File: config.mk
export PLATFORM = sky130hd
export DESIGN_NAME = sa_seq_ctrl
export DESIGN_NICKNAME = d
export VERILOG_FILES = /design/src/rtl/sa_seq_ctrl.sv
export SDC_FILE = /design/constraint.sdc
export NUM_CORES = 1
export LEC_CHECK = 0
export CORE_ASPECT_RATIO = 1.4
export CORE_UTILIZATION = 40
export DETAILED_ROUTE_END_ITERATION = 10
export GPL_TIMING_DRIVEN = 0
export PLACE_DENSITY = 0.83
export SLEW_MARGIN = 20
export SYNTH_ARGS = -nofsm -noshare
export SYNTH_HDL_FRONTEND = slang
export SYNTH_SLANG_ARGS = --single-unit
File: constraint.sdc
create_clock -name clk_i -period 3.6 [get_ports clk_i]
set_input_delay 0.36 -clock clk_i [delete_from_list [all_inputs] [get_ports clk_i]]
set_output_delay 0.36 -clock clk_i [all_outputs]
set_load 0.01 [all_outputs]
File: src/rtl/sa_seq_ctrl.sv
// sa_seq_ctrl: systolic-array job sequencer (load weights/data, clear, start, wait, read back); define SA_SEQ_TIMEOUT_EN to enable the WAIT watchdog
module sa_seq_ctrl #(
  parameter int MEM_AW  = 10,
  parameter int TIMEOUT = 255,
  parameter int MAC_W   = 19
) (
  input  logic              clk_i,
  input  logic              rst_i,
  input  logic              job_vi,
  output logic              job_ro,
  input  logic [MEM_AW-1:0] job_w_base_i,
  input  logic [MEM_AW-1:0] job_x_base_i,
  input  logic [MEM_AW-1:0] job_r_base_i,
  input  logic              job_skip_w_i,
  output logic [MEM_AW-1:0] mem_raddr_o,
  input  logic [31:0]       mem_rdata_i,
  output logic [7:0]        arr_addr_o,
  output logic [31:0]       arr_data_o,
  output logic              arr_wr_vo,
  input  logic [MAC_W-1:0]  arr_rdata_i,
  output logic [MEM_AW-1:0] res_waddr_o,
  output logic [MAC_W-1:0]  res_wdata_o,
  output logic              res_wr_vo,
  output logic              busy_o,
  output logic              done_o,
  output logic              err_o
);
  localparam int CW = $clog2(TIMEOUT + 129);
  typedef enum logic [2:0] {IDLE, LD_W, LD_X, CLR, START, WAIT, RD, DONE} state_t;
  state_t            state_q, state_d;
  logic [CW-1:0]     cnt_q, cnt_d;
  logic [MEM_AW-1:0] w_base_q, w_base_d, x_base_q, x_base_d, r_base_q, r_base_d;
`ifdef SA_SEQ_TIMEOUT_EN
  logic err_q, err_d;
  assign err_o = err_q;
`else
  assign err_o = 1'b0;
`endif
  // State, phase counter and latched descriptor; reset forces IDLE at once
  always_ff @(posedge clk_i or posedge rst_i) begin
    if (rst_i) begin
      state_q  <= IDLE;
      cnt_q    <= '0;
      w_base_q <= '0;
      x_base_q <= '0;
      r_base_q <= '0;
`ifdef SA_SEQ_TIMEOUT_EN
      err_q    <= 1'b0;
`endif
    end else begin
      state_q  <= state_d;
      cnt_q    <= cnt_d;
      w_base_q <= w_base_d;
      x_base_q <= x_base_d;
      r_base_q <= r_base_d;
`ifdef SA_SEQ_TIMEOUT_EN
      err_q    <= err_d;
`endif
    end
  end
  // Next state and outputs; loads write the word fetched the previous cycle, readback samples on the second cycle of each address
  always_comb begin
    state_d     = state_q;
    cnt_d       = cnt_q + CW'(1);
    w_base_d    = w_base_q;
    x_base_d    = x_base_q;
    r_base_d    = r_base_q;
`ifdef SA_SEQ_TIMEOUT_EN
    err_d       = err_q;
`endif
    job_ro      = 1'b0;
    mem_raddr_o = '0;
    arr_addr_o  = '0;
    arr_data_o  = '0;
    arr_wr_vo   = 1'b0;
    res_waddr_o = '0;
    res_wdata_o = '0;
    res_wr_vo   = 1'b0;
    busy_o      = state_q != IDLE;
    done_o      = 1'b0;
    case (state_q)
      IDLE: begin
        job_ro = 1'b1;
        cnt_d  = '0;
        if (job_vi) begin
          w_base_d = job_w_base_i;
          x_base_d = job_x_base_i;
          r_base_d = job_r_base_i;
`ifdef SA_SEQ_TIMEOUT_EN
          err_d    = 1'b0;
`endif
          state_d  = job_skip_w_i ? LD_X : LD_W;
        end
      end
      LD_W, LD_X: begin
        mem_raddr_o = (state_q == LD_W ? w_base_q : x_base_q) + MEM_AW'(cnt_q[5:0]);
        arr_wr_vo   = cnt_q != '0;
        arr_addr_o  = {1'b0, state_q == LD_X, 6'(cnt_q - CW'(1))};
        arr_data_o  = arr_wr_vo ? mem_rdata_i : 32'd0;
        if (cnt_q == CW'(64)) begin
          cnt_d   = '0;
          state_d = state_q == LD_W ? LD_X : CLR;
        end
      end
      CLR: begin
        arr_addr_o = 8'd128;
        arr_wr_vo  = 1'b1;
        state_d    = START;
      end
      START: begin
        arr_addr_o = 8'd192;
        arr_data_o = 32'd1;
        arr_wr_vo  = 1'b1;
        cnt_d      = '0;
        state_d    = WAIT;
      end
      WAIT: begin
        arr_addr_o = 8'd192;
        if (cnt_q >= CW'(2) && arr_rdata_i[0]) begin
          cnt_d   = '0;
          state_d = RD;
        end
`ifdef SA_SEQ_TIMEOUT_EN
        else if (cnt_q == CW'(TIMEOUT - 1)) begin
          err_d   = 1'b1;
          state_d = DONE;
        end
`endif
      end
      RD: begin
        arr_addr_o  = {2'b10, cnt_q[6:1]};
        res_wr_vo   = cnt_q[0];
        res_waddr_o = res_wr_vo ? r_base_q + MEM_AW'(cnt_q[6:1]) : '0;
        res_wdata_o = res_wr_vo ? arr_rdata_i : '0;
        if (cnt_q == CW'(127)) state_d = DONE;
      end
      DONE: begin
        done_o  = 1'b1;
        state_d = IDLE;
      end
      default: state_d = IDLE;
    endcase
  end
endmodule

==> flow_summary.ini, run 1 <==
[global_routing]
grt_first_pass_wirelength_um = 15700
antenna_found_initial = 0
grt-ovfl-total = 0
grt_pass1_vias = 3450
grtUsageMet3 = 0.0464
use_met1 = 0.244
met2_usage = 0.460
grt_max_degree = 29
busiest_layer = met2
grtUsageTotal = 0.237

[timing]
period_minus_slack_ps = 3530
setup_viol = 0
finalClockSkew_ps = 4.59
fmax_mhz = 283
rsz0062_at_grt = yes
final.setup.worst_slack_ps = 72.6
finalMaxSlewViolations = 0
slew_headroom = 0.626
hold_viol = 0
tns_ps = 0
tightest_slew_ps = 561
post-route-period-util = 0.980

[clock_tree]
clkTransAtPathRegs_ps = 80
clockBufferDepth = 2
cts_tree = built
clk_latency_ps = 290
cts_buffers = 5
htreeDepth = 2
clock-sinks = 42
cts_root_buf = clkbuf_8

[synth]
yosys_warnings = 0
synth_ff_type = dfrtp_1
syn_area_per_cell_um2 = 9.19
yosys_register_bits = 42
synth_fp_nets = 455
synth_edf_count = 0
synth.yosys.seq_area_share = 0.325
yosysUniqueCellTypes = 45
synthArstFlopShare = 1.00
synth_area_um2 = 3240
postSynthCellCount = 352

[layout]
area_growth_pct = 62.3
fillers = 645
diodes = 0
fin_nets = 639
drive_above_1_share = 0.0894
finalNonFillerCells = 637
utilization = 0.673

[route]
antenna_left = 0
vias = 3266
wl_um = 9800
dr.pass1.iters = 5
drc = 0
wire_per_inst_um = 15.4
viasPerCell = 5.13
drt_iter0_markers = 111

[critical_path]
worstSetupEndpointType = output pin
cp-start-kind = register
r2r_start = cnt_q[0]
reg2reg_depth = 8
arrival_ps = 3170
worstReg2RegEnd = cnt_q[8]
critical_path_class = register to output pin
cp_max_fo = 5
required_ps = 3240
r2r_slack_ps = 1530

[floorplan]
die_y_um = 108
initial_core_util = 0.415
top_level_ports = 170
rows = 38
die_area_um2 = 8460
die_width_um = 78.0
core_area_um2 = 7800

[place]
dp_cells = 621
port_buffers = 168
finalWeightedCongestion = 0.848
dp_slack_ps = -469
place_hpwl_um = 7820

[pwr]
total_power_uw = 3720
peakVddDrop_v = 0.000469
p_leak_uw = 0.00226
powerDensity_nw_per_um2 = 709

[min_path]
worst_hold_path_type = input pin to async pin

[status]
status = complete, no violations

[job]
max-cap-violations = 0
-- cell usage in the layout (no fill, tap or decap), types with 10 or more instances in the layout --
cell,netlist,routed
clkdlybuf4s50_1,0,163
dfrtp_1,42,39
mux2_1,35,35
and2_1,34,34
nor2_1,29,29
and3_1,26,26
nand2_1,19,19
ha_1,16,13
clkbuf_1,11,12
xor2_1,12,12
xnor2_1,11,11
nand3_1,10,10
buf_4,1,10
-- area by class of cell --
cell class | count | area [um^2] | share of cell area
repair buffers | 178 | 1760 | 0.334
inverters | 11 | 41.3 | 0.00786
plain buffers | 24 | 134 | 0.0255
clock buffers | 7 | 86.3 | 0.0164
multi-input cells | 274 | 2050 | 0.390
well taps | 100 | 125 | 0.0238
flip-flops and latches | 42 | 1050 | 0.201
clock inverters | 1 | 5.00 | 0.000953
-- metal layers --
metal	vias to the layer above	wire length (um)
met3	18	617
met5	-	0
met2	150	5440
li1	1584	-
met4	0	235
met1	1514	3500
-- power breakdown --
group	total (uW)	internal, uW	leakage (uW)	switching (uW)
combinational	2570	1320	0.00170	1250
clock	312	155	0.0000482	158
sequential	834	685	0.000512	150
-- per-stage QoR --
stage	area, um^2	hold WS, ps
after global placement	5040	462
after CTS	5210	360
after detailed placement	5060	473
after floorplan	3240	450
after global routing	5250	392
final	5250	352
-- state kept, by name (all words and copies together) (netlist names) --
signal / cells
r_base_q: 10
w_base_q: 10
cnt_q: 9
state_q: 3
x_base_q: 10
-- worst max-delay path by stage --
stage                    start        endpoint  slack, ps
finish              state_q[2]  mem_raddr_o[5]         70
global route        state_q[2]  mem_raddr_o[5]       -100
CTS                 state_q[1]  mem_raddr_o[8]         -1
detailed placement  state_q[1]  mem_raddr_o[8]       -470
global placement    state_q[1]  mem_raddr_o[8]       -440
floorplan           state_q[1]  mem_raddr_o[8]        350
-- cell usage after synthesis (11+ instances only) --
library cell  count  area [um^2]
xor2_1           12          105
clkbuf_1         11         41.3
mux2_1           35          394
and3_1           26          163
and2_1           34          213
xnor2_1          11         96.3
nand2_1          19         71.3
ha_1             16          200
nor2_1           29          109
dfrtp_1          42         1050
-- repair_timing --
item                                    in CTS  in global routing
gates resized for setup                     14                  7
setup buffers                                7                  2
pin swaps                                    3                  5
hold buffers                                 0                  0
endpoints found under the setup margin       8                  7
-- cells by family after synthesis --
kind of cell | after synthesis | synth area share
DFF | 42 | 0.325
AOI/OAI and AO/OA | 55 | 0.116
buffers and inverters | 36 | 0.0538
muxes | 39 | 0.134
xor gates and xnor gates | 23 | 0.0623
adders and majority gates | 18 | 0.0742
other | 1 | 0.00116
and+or+nand+nor | 138 | 0.233
-- critical path: stages (launching register included) --
cell             delay (ps)
dfrtp_2                 430
nor3b_4                 220
buf_6                   130
buf_4                   110
mux2_1                  320
ha_1                    370
a21oi_2                 220
nand2_1                 120
a31oi_1                 200
xor2_1                  180
nor2_1                   60
clkdlybuf4s50_1         510
Note: power is estimated with default switching activity, not from simulation.
==> run 2, diff against run 1 <==
Settings changed: CORE_MARGIN set to 5.
==> flow_summary.ini, run 2 (synthesis results as in run 1) <==
[layout]
area_growth_pct = 63.8
utilization = 0.676
design_area_um2 = 5300
layout_commonest_cell = clkdlybuf4s50_1
drive_above_1_share = 0.0929
final_cell_mix = 162 x clkdlybuf4s50_1, 39 x dfrtp_1, 34 x and2_1, 34 x mux2_1, 29 x nor2_1
diodes = 0
reg.largest.list = r_base_q x10, w_base_q x10, x_base_q x10
fillers = 642
fin_nets = 640
multi_input_area_um2 = 2050
seqCellArea_um2 = 1050

[timing]
tightest_slew_ps = 571
post-route-period-util = 0.980
finalClockSkew_ps = 5.88
finalMaxSlewViolations = 0
setup_viol = 0
hold_viol = 0
rsz0062_at_grt = yes
slew_headroom = 0.608
fmax_mhz = 284
period_minus_slack_ps = 3530

[critical_path]
cp-start-kind = register
arrival_ps = 3170
cp_max_fo = 4
critical_path_class = register to output pin
slowest_stage = dfrtp_2
worstSetupEndpointType = output pin
path_cells = nor3b_4 -> buf_6 -> mux2_2 -> ha_4 -> fa_2 -> a211o_1 -> o211ai_1 -> buf_4 -> a2111oi_4 -> xor2_1 -> nor2_1 -> buf_2
required_ps = 3240
max_stage_delay_ps = 450

[route]
drc = 0
dr.pass1.iters = 4
wire_per_inst_um = 16.4
vias = 3277
antenna_left = 0
wl_um = 10500
drt_iter0_markers = 149
viasPerCell = 5.14

[global_routing]
grt_pass1_vias = 3406
grt_first_pass_wirelength_um = 16700
grtUsageTotal = 0.210
grt_max_degree = 23
antenna_found_initial = 0
grt-ovfl-total = 0

[pwr]
p_leak_uw = 0.00230
total_power_uw = 3810
peakVddDrop_v = 0.000480
powerDensity_nw_per_um2 = 718

[clock_tree]
clock-sinks = 42
clkTransAtPathRegs_ps = 90
ctsHoldBuffers = 0
cts_root_buf = clkbuf_8
cts_buffers = 5
clockBufferDepth = 2
htreeDepth = 2
cts_tree = built
clk_latency_ps = 300

[min_path]
worst_hold_path_type = input pin to async pin

[place]
finalWeightedCongestion = 0.830
place_hpwl_um = 8350
port_buffers = 168
dpl_cell_area_um2 = 5070

[status]
status = complete, no violations

[floorplan]
top_level_ports = 170
die_area_um2 = 10000
die_y_um = 116
core_area_um2 = 7850
die_width_um = 86.0
initial_core_util = 0.412
rows = 38

[job]
max-cap-violations = 0
[run 2: cell count changes in the layout (fill, tap and decap cells not counted), sizes merged]
| cell | change |
|---|---|
| clkbuf | -2 |
| buf | +1 |
| bufinv | +1 |
| clkdlybuf4s15 | +1 |
| clkdlybuf4s50 | -1 |
| dlygate4sd2 | -1 |
| dlymetal6s2s | +1 |
| inv | +1 |
[run 2: worst paths after layout]
path / start / to / slack [ps] / depth (start not counted)
max reg2reg: cnt_q[0] / cnt_q[3] / 1490 / 8
max in group asynchronous: rst_i / state_q[0] / 2700 / 3
min in group clk_i: x_base_q[6] / x_base_q[6] / 500 / 1
min reg2reg: x_base_q[6] / x_base_q[6] / 500 / 1
max: state_q[2] / mem_raddr_o[8] / 70 / 12
min: rst_i / w_base_q[2] / 410 / 2
[run 2: cell type report]
class,instances,share of cell area
timing repair buffer,179,0.337
inverter,11,0.00779
sequential,42,0.199
clock buffer,5,0.0130
tap,100,0.0236
multi-input combinational,274,0.386
buffer,24,0.0253
clock inverter,3,0.00826
[run 2: critical path, delay by kind of cell (launching register included)]
family,cells,cell delay [ps]
mux,1,350
fa+ha+maj,2,560
compound gates,3,500
simple gates,2,350
flops,1,450
xor+xnor,1,180
buf+inv,3,470
[run 2: power breakdown]
group	switching, uW	leakage (uW)	total [uW]	internal (uW)
Sequential	165	0.000512	849	684
Clock	177	0.0000585	385	208
Combinational	1240	0.00172	2570	1330
Total	1590	0.00230	3810	2220
[run 2: layer usage]
metal / up-vias / routed length, um / GRT usage
li1: 1588 / - / -
met1: 1518 / 3710 / 0.212
met2: 152 / 5650 / 0.406
met3: 19 / 890 / 0.0642
met4: 0 / 191 / 0.0634
met5: - / 0 / 0
[run 2: what timing repair did]
action                                  4_1_cts  5_1_grt
gates resized for setup                      13       12
pin swaps                                     1        4
endpoints found under the setup margin        8        6
buffers inserted                              7        3
[run 2: metrics by stage]
step	setup WS [ps]	TNS [ps]	std cells	hold WS, ps
3_5_place_dp	-437	-1070	621	476
5_1_grt	-69.8	-93.3	638	457
2_1_floorplan	349	0	352	450
4_1_cts	-58.9	-58.9	635	421
6_report	73.6	0	638	408
3_3_place_gp	-392	-914	620	461
